## src/rtl/cnn_pkg.sv

```systemverilog
// Shared types and helpers for the streaming CNN layers.
// Latency: n/a (types and pure functions only).
// Backpressure: n/a.
package cnn_pkg;

    localparam int DATA_WIDTH = 24;

    typedef logic signed [DATA_WIDTH-1:0] pixel_t;

    function automatic pixel_t smax(input pixel_t a, input pixel_t b);
        return (a > b) ? a : b;
    endfunction

    function automatic pixel_t relu(input pixel_t a);
        return a[DATA_WIDTH-1] ? '0 : a;
    endfunction

    // Width of a counter that runs 0..n-1, never less than one bit.
    function automatic int cnt_w(input int n);
        return (n <= 2) ? 1 : $clog2(n);
    endfunction

endpackage

```

## src/rtl/pool_line_buffer.sv

```systemverilog
// Register-array line buffer: one write port, one combinational read port.
// Latency: write visible on the read port the cycle after wr_en.
// Backpressure: none; accepts a write every cycle.
module pool_line_buffer
    import cnn_pkg::*;
#(
    parameter int DEPTH = 5,
    parameter int WIDTH = 24,
    parameter int AW    = cnt_w(DEPTH)
) (
    input  logic             clk,
    input  logic             wr_en,
    input  logic [AW-1:0]    wr_addr,
    input  logic [WIDTH-1:0] wr_dat,
    input  logic [AW-1:0]    rd_addr,
    output logic [WIDTH-1:0] rd_dat
);

    // Contents are always written before they are read, so no reset.
    logic [WIDTH-1:0] mem [DEPTH];

    always_ff @(posedge clk) begin
        if (wr_en) begin
            mem[wr_addr] <= wr_dat;
        end
    end

    assign rd_dat = mem[rd_addr];

endmodule

```

## src/rtl/maxpool2x2_relu.sv

```systemverilog
// Streaming 2x2 stride-2 max-pool with optional ReLU on a raster pixel stream.
// Latency: one cycle from the pixel completing a window to valid_out.
// Backpressure: none; one pixel per valid_in cycle, gaps simply hold state.
module maxpool2x2_relu #(
    parameter int DATA_WIDTH = cnn_pkg::DATA_WIDTH,
    parameter int IMG_WIDTH  = 10,
    parameter int IMG_HEIGHT = 10,
    parameter bit RELU_EN    = 1'b1
) (
    input  logic                         clk,
    input  logic                         rst,
    input  logic signed [DATA_WIDTH-1:0] data_in,
    input  logic                         valid_in,
    output logic signed [DATA_WIDTH-1:0] data_out,
    output logic                         valid_out,
    output logic                         frame_done
);

    import cnn_pkg::*;

    localparam int CW    = cnt_w(IMG_WIDTH);
    localparam int RW    = cnt_w(IMG_HEIGHT);
    localparam int DEPTH = IMG_WIDTH / 2;
    localparam int AW    = cnt_w(DEPTH);
    localparam bit ODD_W = (IMG_WIDTH % 2) != 0;
    localparam bit ODD_H = (IMG_HEIGHT % 2) != 0;
    localparam logic [CW-1:0] COL_LAST = CW'(IMG_WIDTH - 1);
    localparam logic [RW-1:0] ROW_LAST = RW'(IMG_HEIGHT - 1);

    logic [CW-1:0]                col;
    logic [RW-1:0]                row;
    logic signed [DATA_WIDTH-1:0] h_max;
    logic signed [DATA_WIDTH-1:0] lbuf_rd;
    logic signed [DATA_WIDTH-1:0] pair_max;
    logic signed [DATA_WIDTH-1:0] win_max;
    logic signed [DATA_WIDTH-1:0] pooled;
    logic [AW-1:0]                lbuf_addr;
    logic                         col_end;
    logic                         row_end;
    logic                         in_region;
    logic                         lbuf_wr;

    assign col_end   = (col == COL_LAST);
    assign row_end   = (row == ROW_LAST);
    // Only an odd trailing column/row falls outside the pairing region.
    assign in_region = !(ODD_W && col_end) && !(ODD_H && row_end);

    assign lbuf_addr = AW'(col >> 1);
    assign pair_max  = DATA_WIDTH'(smax(pixel_t'(h_max), pixel_t'(data_in)));
    assign win_max   = DATA_WIDTH'(smax(pixel_t'(lbuf_rd), pixel_t'(pair_max)));
    assign pooled    = RELU_EN ? DATA_WIDTH'(relu(pixel_t'(win_max))) : win_max;
    assign lbuf_wr   = valid_in && in_region && col[0] && !row[0];

    pool_line_buffer #(
        .DEPTH (DEPTH),
        .WIDTH (DATA_WIDTH),
        .AW    (AW)
    ) u_lbuf (
        .clk     (clk),
        .wr_en   (lbuf_wr),
        .wr_addr (lbuf_addr),
        .wr_dat  (pair_max),
        .rd_addr (lbuf_addr),
        .rd_dat  (lbuf_rd)
    );

    always_ff @(posedge clk or negedge rst) begin
        if (!rst) begin
            col        <= '0;
            row        <= '0;
            h_max      <= '0;
            data_out   <= '0;
            valid_out  <= 1'b0;
            frame_done <= 1'b0;
        end else begin
            valid_out  <= 1'b0;
            frame_done <= 1'b0;
            if (valid_in) begin
                if (col_end) begin
                    col <= '0;
                    row <= row_end ? '0 : row + 1'b1;
                end else begin
                    col <= col + 1'b1;
                end
                frame_done <= col_end && row_end;
                if (in_region) begin
                    if (!col[0]) begin
                        h_max <= data_in;
                    end else if (row[0]) begin
                        data_out  <= pooled;
                        valid_out <= 1'b1;
                    end
                end
            end
        end
    end

endmodule

```

## config.mk

```make
export PLATFORM = sky130hd
export DESIGN_NAME = maxpool2x2_relu
export DESIGN_NICKNAME = d
export VERILOG_FILES = /design/src/rtl/cnn_pkg.sv /design/src/rtl/pool_line_buffer.sv /design/src/rtl/maxpool2x2_relu.sv
export SDC_FILE = /design/constraint.sdc
export NUM_CORES = 1
export LEC_CHECK = 0
export BUFFER_PORTS_ARGS = -buffer_cell sky130_fd_sc_hd__buf_2
export CELL_PAD_IN_SITES_DETAIL_PLACEMENT = 2
export CELL_PAD_IN_SITES_GLOBAL_PLACEMENT = 2
export CORE_MARGIN = 2
export CORE_UTILIZATION = 43
export CTS_CLUSTER_DIAMETER = 50
export DETAILED_ROUTE_END_ITERATION = 10
export GPL_ROUTABILITY_DRIVEN = 0
export PLACE_DENSITY = 0.77
export SYNTH_ARGS = -nofsm -noshare
export SYNTH_HDL_FRONTEND = slang
export SYNTH_HIERARCHICAL = 1
export SYNTH_SLANG_ARGS = --single-unit
```

## constraint.sdc

```tcl
create_clock -name clk -period 5.7 [get_ports clk]
set_clock_uncertainty 0.1 [all_clocks]
set_input_delay 0.855 -clock clk [delete_from_list [all_inputs] [get_ports clk]]
set_output_delay 0.855 -clock clk [all_outputs]
set_load 0.05 [all_outputs]
```

# Word level (Yosys, flattened, before mapping)
# Memories as Yosys holds them, arrays and structs flattened.
# Index checks and enable logic that the tools add are counted.
dict set report op_classes {
  reduce_logical 7
  n_eq_ne 2
  n_bitwise 1
  n_addsub 2
  magnitude_cmp 2
  mux 11
}
# op n
set ops {}
lappend ops {{> comparator 24 bit} 2}
lappend ops {{two-way mux 24 bit} 2}
lappend ops {{two-way mux 23 bit} 1}
lappend ops {{adder 4 x 1 -> 4 bit (second input constant)} 2}
lappend ops {{== test 4 bit (second input constant)} 2}
lappend ops {{two-way mux 4 bit} 2}
lappend ops {{two-way mux 1 bit} 6}
lappend ops {{AND reduction 2 bit} 2}
lappend ops {{logical AND 1 bit} 3}
lappend ops {{AND reduction 3 bit} 1}
lappend ops {{logical NOT 1 bit} 1}
lappend ops {{NOT 1 bit} 1}
dict set report word_totals {
  reg_bits 58
  ram_bits 120
  n_memories 1
}
# name depth word_bits read_ports rd_clocked_by_memory_dff wr line_no
set mem_list {}
lappend mem_list {u_lbuf.mem 5 24 1 0 1 pool_line_buffer.sv:20} ;# logic [WIDTH-1:0] mem [DEPTH];

# Depth between registers and ports, before layout
# Gate-level depths: netlist of the first run.
dict set report depth {
  depth_word 5
  depth_mapped 24
  ltp_nobuf 21
}

# Hierarchy
# Netlist of the first run, hierarchy kept.
# module area_each_um2 seq_area_each_um2 instances cells_each
set modules_own_cells {}
lappend modules_own_cells {pool_line_buffer 4893.4 3603.5 1 266}
lappend modules_own_cells {maxpool2x2_relu 3868.7 1426.4 1 435}

# Worst setup path before layout of the first run
# No wires, ideal clock.
dict set report synth_path {
  kind {input port to flip-flop}
  from {input port data_in[22]}
  to {register data_out[9]}
  cell_stages 24
  path_buffers 3
  setup_slack_ns 0.616
  arrival_ns 4.894
  cell_sequence {inv_1 -> ha_1 -> and4_1 -> nand2_1 -> nor4_1 -> o311a_1 -> a2111oi_4 -> nor2_4 -> buf_2 -> mux2i_1 -> inv_1 -> ha_1 -> nor2b_1 -> o211ai_1 -> a21oi_1 -> o21ai_0 -> nand2_1 -> nand4_1 -> mux2i_1 -> a211oi_1 -> or4b_1 -> clkbuf_2 -> buf_6 -> o221ai_1}
}
dict set report synth_between {
  elab_chain_cells 5
}
# element line_no
set synth_rtl {}
lappend synth_rtl {{start, declared} maxpool2x2_relu.sv:12} ;# input logic signed [DATA_WIDTH-1:0] data_in,
lappend synth_rtl {{> comparator 24 bit} cnn_pkg.sv:11} ;# return (a > b) ? a : b;
lappend synth_rtl {{two-way mux 24 bit} cnn_pkg.sv:11}
lappend synth_rtl {{via pair_max[0]} maxpool2x2_relu.sv:34} ;# logic signed [DATA_WIDTH-1:0] pair_max;
lappend synth_rtl {{> comparator 24 bit} cnn_pkg.sv:11}
lappend synth_rtl {{two-way mux 24 bit} cnn_pkg.sv:11}
lappend synth_rtl {{two-way mux 23 bit} cnn_pkg.sv:15} ;# return a[DATA_WIDTH-1] ? '0 : a;
lappend synth_rtl {{end signal, assigned} maxpool2x2_relu.sv:90} ;# data_out <= pooled;
lappend synth_rtl {{end, declared} maxpool2x2_relu.sv:14} ;# output logic signed [DATA_WIDTH-1:0] data_out,
# The timed path passes the listed nets, and every way through them passes these cells.
# A chain may end at the register's enable or synchronous reset.

# Final worst setup path of the first run
dict set report layout_path {
  from {input port data_in[22]}
  to {register data_out[16]}
}
# The elaborated chain is that of the path after synthesis.

==> results of run 1 <==
timing repair:
action	in CTS	in global routing
gates resized for setup	0	5
buffers inserted	0	0
setup endpoints to repair	0	22
hold buffers	0	0
worst min-delay path: stages (launching register included):
cell      delay, ns
dfrtp_1        0.36
nand2_1        0.06
o221ai_1       0.06
per-layer routing:
metal,share of wire (%),GRT usage (%)
met1,44,32.4
met2,51,42.9
met3,3.4,3.88
met4,1.9,7.14
met5,0,0
stage by stage:
step	setup TNS (ns)	hold slack (ns)	utilization (%)	cells
6_report	0	0.412	49.7	1049
5_1_grt	0	0.443	49.7	1049
4_1_cts	0	0.413	49.7	1049
3_5_place_dp	-1.68	0.391	46.8	1018
3_3_place_gp	0	0.371	46.8	1018
2_1_floorplan	0	0.364	-	701
state kept, by name, summed over array words and instances, names as in the netlist:
signal and count:
col 4, data_out 23, frame_done 1, h_max 24
row 4, u_lbuf/mem 120, valid_out 1
power by group:
part / total, uW / switching, uW / internal, uW
logic: 3140 / 2070 / 1070
registers: 2180 / 321 / 1860
clock network: 1190 / 535 / 652
total: 6500 / 2930 / 3580
final cells by class:
class | count | area, sq um
multi-input combinational | 395 | 3210
fill | 1959 | 10100
tap | 270 | 338
clock buffer | 18 | 429
inverter | 98 | 368
sequential | 177 | 5030
timing repair buffer | 78 | 470
clock inverter | 13 | 153
cells in the final DEF (no fill, tap or decap), drive strengths merged, types with 2 or more instances in the layout:
cell / netlist / final
edfxtp: 120 / 120
inv: 98 / 103
buf: 18 / 78
nand2: 67 / 67
dfrtp: 57 / 57
mux2i: 50 / 50
ha: 46 / 46
o21ai: 35 / 35
a211oi: 27 / 27
a221oi: 24 / 24
o221ai: 23 / 23
nor2b: 19 / 19
a21oi: 18 / 18
clkbuf: 13 / 18
nor2: 12 / 12
and2b: 10 / 10
nand2b: 9 / 9
nand4: 8 / 8
nor3: 6 / 6
a21o: 5 / 5
nand3: 5 / 5
clkinvlp: 0 / 5
xnor2: 4 / 4
nor4: 3 / 3
o211ai: 3 / 3
and4: 2 / 2
o21bai: 2 / 2
a22o: 2 / 2
xor2: 2 / 2
bufinv: 0 / 2
nor3b: 2 / 2
path summary, 6_finish.rpt:
kind | end
hold reg to reg | data_out[12]$_DFFE_PN0P_
setup / recovery | data_out[16]$_DFFE_PN0P_
min in group asynchronous | h_max[18]$_DFFE_PN0P_
setup reg to reg | data_out[16]$_DFFE_PN0P_
hold / removal | data_out[12]$_DFFE_PN0P_
max in group asynchronous | col[1]$_DFFE_PN0P_
cells by family after synthesis:
| family | synth area share, % |
|---|---|
| flops | 57.4 |
| simple gates | 8.55 |
| compound gates | 14.5 |
| buf+inv | 6.47 |
| mux | 5.84 |
| fa+ha+maj | 6.57 |
| xor+xnor | 0.600 |
| other cells | 0.0428 |
==> flow_metrics.py, run 1 <==
metrics = {
    "floorplanning": {
        "dieArea_sq_mm": 0.0215,
        "rows": 52,
        "start_util_pct": 43.6,
        "core-area_sq_mm": 0.0201,
        "die_h_um": 147,
        "num_io_pins": 53,
        "die_w_um": 147,
    },
    "clock_tree": {
        "cts_max_level": 4,
        "ctsRootBufferMaster": "clkbuf_16",
        "clk_latency_ns": 0.45,
        "clockBufferDepth": 2,
        "cts_made_buffers": 17,
        "tritoncts": "done",
        "cts_sinks": 177,
        "cts.clk_slew.worst_paths_ns": 0.08,
    },
    "drt": {
        "drcViolationCount": 0,
        "wl_um": 25200,
        "routedWlPerCell_um": 24.0,
        "drtAntennaViolNets": 0,
        "viasPerCell": 5.58,
        "drt-pass1-iter-count": 5,
        "vias": 5857,
        "drtIter0Drc": 333,
    },
    "sta": {
        "setup_viol": 0,
        "clock.fmax_ghz": 0.191,
        "finalHoldViolations": 0,
        "relSlewSlack_pct": 24.0,
        "min_period_over_period_pct": 91.9,
        "rsz0062_at_grt": "no",
        "slew_violations": 0,
        "fin_ws_ns": 0.462,
        "worst_pin_slew_ns": 1.14,
        "period_needed_ns": 5.24,
    },
    "setup_path": {
        "cp.arrival_ns": 5.46,
        "cp_num_cells": 24,
        "cp_max_fo": 19,
        "worst_path_largest_cell_delay_ns": 0.62,
        "worstRegToRegCells": 22,
        "r2r_start": "h_max[22]$_DFFE_PN0P_",
        "slowest_stage": "or4b_4",
        "cp.required_ns": 5.93,
        "crit_family": "simple AND/OR/NAND/NOR gates",
        "critPathCaptureType": "register",
        "startpoint_type": "primary input",
        "path_buf_inv": 5,
        "crit_chain": "buf_2 -> inv_1 -> ha_1 -> and4_1 -> nand2_1 -> nor4_2 -> o311a_1 -> a2111oi_4 -> nor2_4 -> buf_12 -> mux2i_2 -> inv_2 -> ha_1 -> nor2b_1 -> o211ai_1 -> a21oi_1 -> o31ai_1 -> nand2_1 -> nand4_1 -> mux2i_1 -> a211oi_1 -> or4b_4 -> buf_4 -> o221ai_1",
        "r2r_slack_ns": 0.59,
        "startpoint": "data_in[22]",
        "worstSetupPathType": "in2reg",
    },
    "synthesis": {
        "yosys.area.top_type": "edfxtp_1",
        "yosysMostFrequentCell": "edfxtp_1",
        "syn_area_sq_mm": 0.00876,
        "ys_warn_count": 6,
        "ys_seq_area_share_pct": 57.4,
        "synth_top_cell_area_share_pct": 41.1,
        "syn-mean-instance-area_sq_um": 12.5,
        "synth_ff_type": "edfxtp_1",
        "yosys-top-cells-count": "edfxtp_1, inv_1, nand2_1",
        "synth_seq_cells": 177,
        "synth_edf_count": 120,
        "synthDistinctLibCells": 49,
        "syn_inst": 701,
        "syn-num-nets": 774,
        "synth_area_leaders": "edfxtp_1, dfrtp_1, ha_1",
        "async_flop_share_pct": 32.2,
    },
    "final_layout": {
        "n_antenna_cell": 0,
        "final_nets": 840,
        "stdcell_area_sq_mm": 0.0100,
        "area_growth_pct": 14.1,
        "drive_above_1_share_pct": 21.2,
    },
    "global_routing": {
        "antenna_found_initial": 0,
        "grt_max_degree": 83,
        "first_global_vias": 6713,
        "track_usage_pct": 24.8,
        "overflow": 0,
        "grt_pass1_wl_um": 39900,
    },
    "power_and_ir_drop": {
        "p_leak_uw": 0.00431,
        "peakVddDrop_v": 0.000316,
        "power.total_uw": 6500,
        "pwr_density_cell_mw_per_mm2": 650,
    },
    "placed_design": {
        "placed_area_sq_mm": 0.00941,
        "io_buffers": 51,
        "post-place-ws_ns": -0.131,
        "hpwl_um": 17600,
    },
    "hold_path": {
        "whs_path_depth": 2,
        "hold_path.class": "reg2reg",
        "min_from": "data_out[12]$_DFFE_PN0P_",
    },
    "run_status": {
        "outcome": "finished clean",
    },
    "job": {
        "max_cap_viol_count": 0,
    },
}
Power figures use the tool's default switching activity.
==> run 2, diff against run 1 <==
- CORE_MARGIN: 2 -> unset
- CORE_UTILIZATION: 43 -> 41
- PLACE_DENSITY: 0.77 -> 0.74
==> run 2 against run 1 <==
Net effect: die area grew 2.0%; clock power grew 7%; critical path type unchanged; global-route usage fell by 0.22 points; sequential share of layout area shrank 0.076 points; total power grew 1.1%; maximum frequency fell by 2.8%; count of clock-buffer cells in the layout is the same; critical path depth down 3; largest power group unchanged.
==> flow_metrics.py, run 2 (synthesized netlist as in run 1, its figures left out) <==
metrics = {
    "power_and_ir_drop": {
        "peakVddDrop_v": 0.000265,
        "p_comb_share_pct": 48.2,
        "p_int_uw": 3640,
        "p_clk_share_pct": 19.4,
        "p_leak_uw": 0.00433,
        "p_switching_uw": 2940,
        "power.total_uw": 6570,
        "pwr_density_cell_mw_per_mm2": 656,
        "seqPwrFrac_pct": 32.4,
        "sw_frac_of_total_pct": 44.7,
    },
    "drt": {
        "viasPerCell": 5.57,
        "routedWlPerCell_um": 24.2,
        "vias": 5857,
        "drtIter0Drc": 363,
        "drt-pass1-iter-count": 4,
        "drcViolationCount": 0,
        "wl_um": 25500,
        "drtAntennaViolNets": 0,
    },
    "floorplanning": {
        "die_w_um": 148,
        "rows": 53,
        "start_util_pct": 41.8,
        "num_io_pins": 53,
        "dieArea_sq_mm": 0.0220,
        "core-area_sq_mm": 0.0210,
        "die_h_um": 148,
    },
    "final_layout": {
        "layout_commonest_cell": "edfxtp_1",
        "area_growth_pct": 14.3,
        "drive_above_1_share_pct": 20.6,
        "n_antenna_cell": 0,
        "largest_reg_flops": 120,
        "final_cell_mix": "edfxtp_1, inv_1, nand2_1, dfrtp_1, buf_2",
        "top_regs": "u_lbuf/mem (120), h_max (24), data_out (23)",
        "utilization_pct": 47.8,
        "final_nets": 837,
        "stdcell_area_sq_mm": 0.0100,
        "regMostFlops": "u_lbuf/mem",
        "fillers": 2107,
    },
    "placed_design": {
        "placed_area_sq_mm": 0.00938,
        "io_buffers": 51,
        "post-place-ws_ns": -0.0361,
        "hpwl_um": 16800,
    },
    "sta": {
        "relSlewSlack_pct": 37.2,
        "fin_ws_ns": 0.310,
        "setup_viol": 0,
        "slew_violations": 0,
        "clock.fmax_ghz": 0.186,
        "worst_pin_slew_ns": 0.940,
        "finalHoldViolations": 0,
        "min_period_over_period_pct": 94.6,
        "rsz0062_at_grt": "no",
        "period_needed_ns": 5.39,
    },
    "clock_tree": {
        "clk_latency_ns": 0.44,
        "postCtsSetupRepairBufs": 0,
        "cts_sinks": 177,
        "tritoncts": "done",
        "cts.clk_slew.worst_paths_ns": 0.07,
        "ctsRootBufferMaster": "clkbuf_16",
        "cts_made_buffers": 17,
        "clockBufferDepth": 2,
        "cts.repair.resized": 0,
        "cts_hold_buf": 0,
        "cts_max_level": 4,
    },
    "setup_path": {
        "crit_family": "compound AO/OA/AOI/OAI gates",
        "path_buf_inv": 4,
        "critPathCaptureType": "register",
        "startpoint_type": "primary input",
        "slowest_stage": "or4b_1",
        "cp.required_ns": 5.93,
        "r2r_slack_ns": 0.47,
        "cp.arrival_ns": 5.62,
        "crit_chain": "buf_2 -> inv_1 -> ha_1 -> a21oi_1 -> o21ai_0 -> a41oi_1 -> o21ai_0 -> a22o_1 -> nor2_4 -> buf_4 -> mux2i_1 -> ha_1 -> nand4_1 -> nor2_1 -> and3_1 -> nand4_1 -> mux2i_1 -> a211oi_1 -> or4b_1 -> buf_4 -> o221ai_1",
        "worstSetupPathType": "in2reg",
        "worst_path_largest_cell_delay_ns": 0.59,
        "cp_max_fo": 13,
    },
    "global_routing": {
        "track_usage_pct": 24.5,
        "overflow": 0,
        "antenna_found_initial": 0,
        "grt_pass1_wl_um": 39300,
        "grt_max_degree": 58,
        "first_global_vias": 6608,
    },
    "job": {
        "max_cap_viol_count": 0,
    },
    "hold_path": {
        "hold_path.class": "reg2reg",
    },
    "run_status": {
        "outcome": "finished clean",
    },
}
-- run 2: path summary, 6_finish.rpt --
check / from / end / depth (start not counted)
worst max-delay path: data_in[13] / data_out[11]$_DFFE_PN0P_ / 21
worst min-delay path: data_out[7]$_DFFE_PN0P_ / data_out[7]$_DFFE_PN0P_ / 2
worst max register to register: h_max[13]$_DFFE_PN0P_ / data_out[11]$_DFFE_PN0P_ / 19
worst min register to register: data_out[7]$_DFFE_PN0P_ / data_out[7]$_DFFE_PN0P_ / 2
max in group asynchronous: rst / col[1]$_DFFE_PN0P_ / 2
min in group asynchronous: rst / data_out[17]$_DFFE_PN0P_ / 2
-- run 2: through the flow --
stage          instances  hold WS, ns  TNS [ns]
6_report            1052        0.397         0
5_1_grt             1052        0.430         0
4_1_cts             1052        0.401         0
3_5_place_dp        1020        0.381    -0.166
3_3_place_gp        1020        0.375         0
2_1_floorplan        701        0.364         0
-- run 2: area by class of cell --
cell class | instances | area [sq um] | share of cell area [%]
clock buffer | 18 | 429 | 4.28
inverter | 98 | 368 | 3.67
clock inverter | 14 | 200 | 2.00
tap | 275 | 344 | 3.44
sequential | 177 | 5030 | 50.3
timing repair buffer | 75 | 435 | 4.35
multi-input combinational | 395 | 3210 | 32.0
-- run 2: power groups by stage --
stage / sequential, uW / combinational (uW) / clock [uW]
2_1_floorplan: 2320 / 1860 / 0
3_3_place_gp: 2130 / 2850 / 0
3_5_place_dp: 2150 / 3050 / 0
4_1_cts: 2130 / 3180 / 1290
5_1_grt: 2170 / 3410 / 1340
6_report: 2130 / 3170 / 1270
-- run 2: per-layer routing --
metal	wire length [um]	vias up	share of wire (%)	global-route usage [%]
li1	-	2674	-	-
met1	11500	3061	45	31.8
met2	12800	92	50	42.2
met3	735	30	2.9	3.77
met4	409	0	1.6	7.53
met5	0	-	0	0
-- run 2: worst min-delay path: stages, from the launching register on --
cell	delay [ns]
dfrtp_1	0.34
nand2_1	0.05
o221ai_1	0.06
==> run 3, diff against run 2 <==
- CORE_UTILIZATION: 41 -> 43
- PLACE_DENSITY: 0.74 -> 0.77
==> run 3 against run 2 <==
Net effect: global-route usage rose by 1.2 points; flip-flop and latch count stayed put; sequential share of layout area down 0.056 points; non-clock buffer count stayed put; register-to-register slack gained 0.07 ns; routed wire length down 2.6%; die area is 4.6% lower; maximum frequency grew 1.2%; critical endpoint is now data_out[12]$_DFFE_PN0P_; largest power group unchanged; highest routed layer unchanged.
==> flow_metrics.py, run 3 (synthesized netlist as in run 1, its figures left out) <==
metrics = {
    "final_layout": {
        "final_nets": 837,
        "area_growth_pct": 14.4,
        "largest_reg_flops": 120,
        "final_cell_mix": "edfxtp_1, inv_1, nand2_1, dfrtp_1, buf_2",
        "top_regs": "u_lbuf/mem (120), h_max (24), data_out (23)",
        "stdcell_area_sq_mm": 0.0100,
        "layout_commonest_cell": "edfxtp_1",
        "utilization_pct": 50.9,
        "regMostFlops": "u_lbuf/mem",
        "n_antenna_cell": 0,
        "drive_above_1_share_pct": 20.6,
    },
    "power_and_ir_drop": {
        "p_switching_uw": 2870,
        "p_comb_share_pct": 46.8,
        "sw_frac_of_total_pct": 43.8,
        "seqPwrFrac_pct": 33.4,
        "p_clk_share_pct": 19.7,
        "p_int_uw": 3680,
        "pwr_density_cell_mw_per_mm2": 653,
        "peakVddDrop_v": 0.000234,
        "p_leak_uw": 0.00433,
    },
    "global_routing": {
        "overflow": 0,
        "antenna_found_initial": 0,
        "grt_pass1_wl_um": 38500,
        "track_usage_pct": 25.7,
        "grt_max_degree": 83,
        "first_global_vias": 6656,
    },
    "drt": {
        "drt-pass1-iter-count": 4,
        "drtIter0Drc": 360,
        "drtAntennaViolNets": 0,
        "vias": 5827,
        "routedWlPerCell_um": 23.8,
        "drcViolationCount": 0,
        "wl_um": 24800,
        "viasPerCell": 5.59,
    },
    "hold_path": {
        "hold_path.class": "reg2reg",
        "whs_path_depth": 2,
        "min_from": "data_out[5]$_DFFE_PN0P_",
        "whs_endpoint": "data_out[5]$_DFFE_PN0P_",
    },
    "sta": {
        "fin_hold_ws_ns": 0.397,
        "rsz0062_at_grt": "no",
        "fin_ws_ns": 0.375,
        "relSlewSlack_pct": 25.2,
        "setup_viol": 0,
        "clock.fmax_ghz": 0.188,
        "worst_pin_slew_ns": 1.12,
        "min_period_over_period_pct": 93.4,
        "slew_violations": 0,
        "finalHoldViolations": 0,
        "period_needed_ns": 5.32,
    },
    "floorplanning": {
        "core-area_sq_mm": 0.0197,
        "dieArea_sq_mm": 0.0210,
        "rows": 51,
        "die_h_um": 145,
        "start_util_pct": 44.4,
        "die_w_um": 145,
        "num_io_pins": 53,
    },
    "setup_path": {
        "worstSetupPathType": "in2reg",
        "startpoint_type": "primary input",
        "r2r_start": "h_max[22]$_DFFE_PN0P_",
        "crit_chain": "buf_2 -> inv_1 -> ha_1 -> and4_1 -> nand2_1 -> nor4_2 -> o311a_1 -> a2111oi_4 -> nor2_4 -> buf_4 -> mux2i_2 -> inv_2 -> ha_1 -> nor2b_1 -> o211ai_1 -> a21oi_1 -> o21ai_0 -> nand2_1 -> nand4_1 -> mux2i_1 -> a211oi_1 -> or4b_1 -> buf_4 -> o221ai_1",
        "crit_family": "simple AND/OR/NAND/NOR gates",
        "worstRegToRegCells": 22,
        "r2r_slack_ns": 0.54,
        "reg2reg_to": "data_out[12]$_DFFE_PN0P_",
        "cp_max_fo": 12,
        "worst_path_largest_cell_delay_ns": 0.58,
        "slowest_stage": "or4b_1",
        "cp.required_ns": 5.94,
        "cp.arrival_ns": 5.57,
        "critPathCaptureType": "register",
        "path_buf_inv": 5,
    },
    "clock_tree": {
        "cts_sinks": 177,
        "cts_made_buffers": 17,
        "clockBufferDepth": 2,
        "cts.clk_slew.worst_paths_ns": 0.07,
        "clk_latency_ns": 0.44,
        "tritoncts": "done",
        "cts_hold_buf": 0,
        "cts_max_level": 4,
        "ctsRootBufferMaster": "clkbuf_16",
    },
    "placed_design": {
        "hpwl_um": 17200,
        "post-place-ws_ns": -0.206,
        "placed_area_sq_mm": 0.00938,
        "io_buffers": 51,
    },
    "run_status": {
        "outcome": "finished clean",
    },
    "job": {
        "max_cap_viol_count": 0,
    },
}
[run 3: cell count changes in the layout (fill, tap and decap cells not counted), sizes merged]
cell,before,now
bufinv,4,5
clkinvlp,1,3
inv,103,100
[run 3: worst max-delay path by stage]
stage	from	slack [ns]	end	cells past startpoint
6_report	data_in[22]	0.38	data_out[12]$_DFFE_PN0P_	24
5_1_grt	data_in[22]	0.06	data_out[12]$_DFFE_PN0P_	24
4_1_cts	data_in[22]	0.16	data_out[12]$_DFFE_PN0P_	24
3_5_place_dp	data_in[22]	-0.21	data_out[15]$_DFFE_PN0P_	24
3_3_place_gp	data_in[13]	0.19	data_out[17]$_DFFE_PN0P_	24
2_1_floorplan	data_in[22]	0.62	data_out[9]$_DFFE_PN0P_	24
[run 3: power groups by stage]
stage                     clock network, uW  registers, uW  logic (uW)
after CTS                              1310           2190        3090
after floorplan                           0           2320        1860
after global routing                   1350           2230        3340
final                                  1290           2190        3070
after global placement                    0           2180        2800
after detailed placement                  0           2210        3030
[run 3: per-stage QoR]
stage	power [uW]	cells	TNS [ns]
4_1_cts	6600	1042	0
2_1_floorplan	4180	701	0
6_report	6550	1042	0
3_5_place_dp	5240	1010	-3.23
5_1_grt	6920	1042	0
3_3_place_gp	4990	1010	0
[run 3: worst register-to-register path: stages, from the launching register on]
cell	delay [ns]
dfrtp_1	0.40
ha_1	0.35
and4_1	0.23
nand2_1	0.09
nor4_2	0.38
o311a_1	0.28
a2111oi_4	0.06
nor2_4	0.21
buf_4	0.21
mux2i_2	0.31
inv_2	0.15
ha_1	0.23
nor2b_1	0.13
o211ai_1	0.10
a21oi_1	0.18
o21ai_0	0.12
nand2_1	0.09
nand4_1	0.11
mux2i_1	0.21
a211oi_1	0.10
or4b_1	0.58
buf_4	0.21
o221ai_1	0.22
[run 3: timing repair]
item	4_1_cts	5_1_grt
resized for setup	0	3
setup endpoints to repair	0	23
setup buffers	0	0
[run 3: metal layers]
layer	part of all wire, %	routed length, um	global-route usage, %	up-vias
met5	0	0	0	-
met1	45	11200	32.9	3023
met4	1.4	339	7.76	0
met2	50	12400	44.1	102
li1	-	-	-	2678
met3	3.3	822	4.77	24
[run 3: cell type report]
type                            instances  area, sq um
Inverter                               98          368
Clock inverter                         14          211
Timing Repair Buffer                   75          448
Fill cell                            1898         9690
Clock buffer                           18          429
Multi-Input combinational cell        395         3210
Sequential cell                       177         5030
Tap cell                              265          332
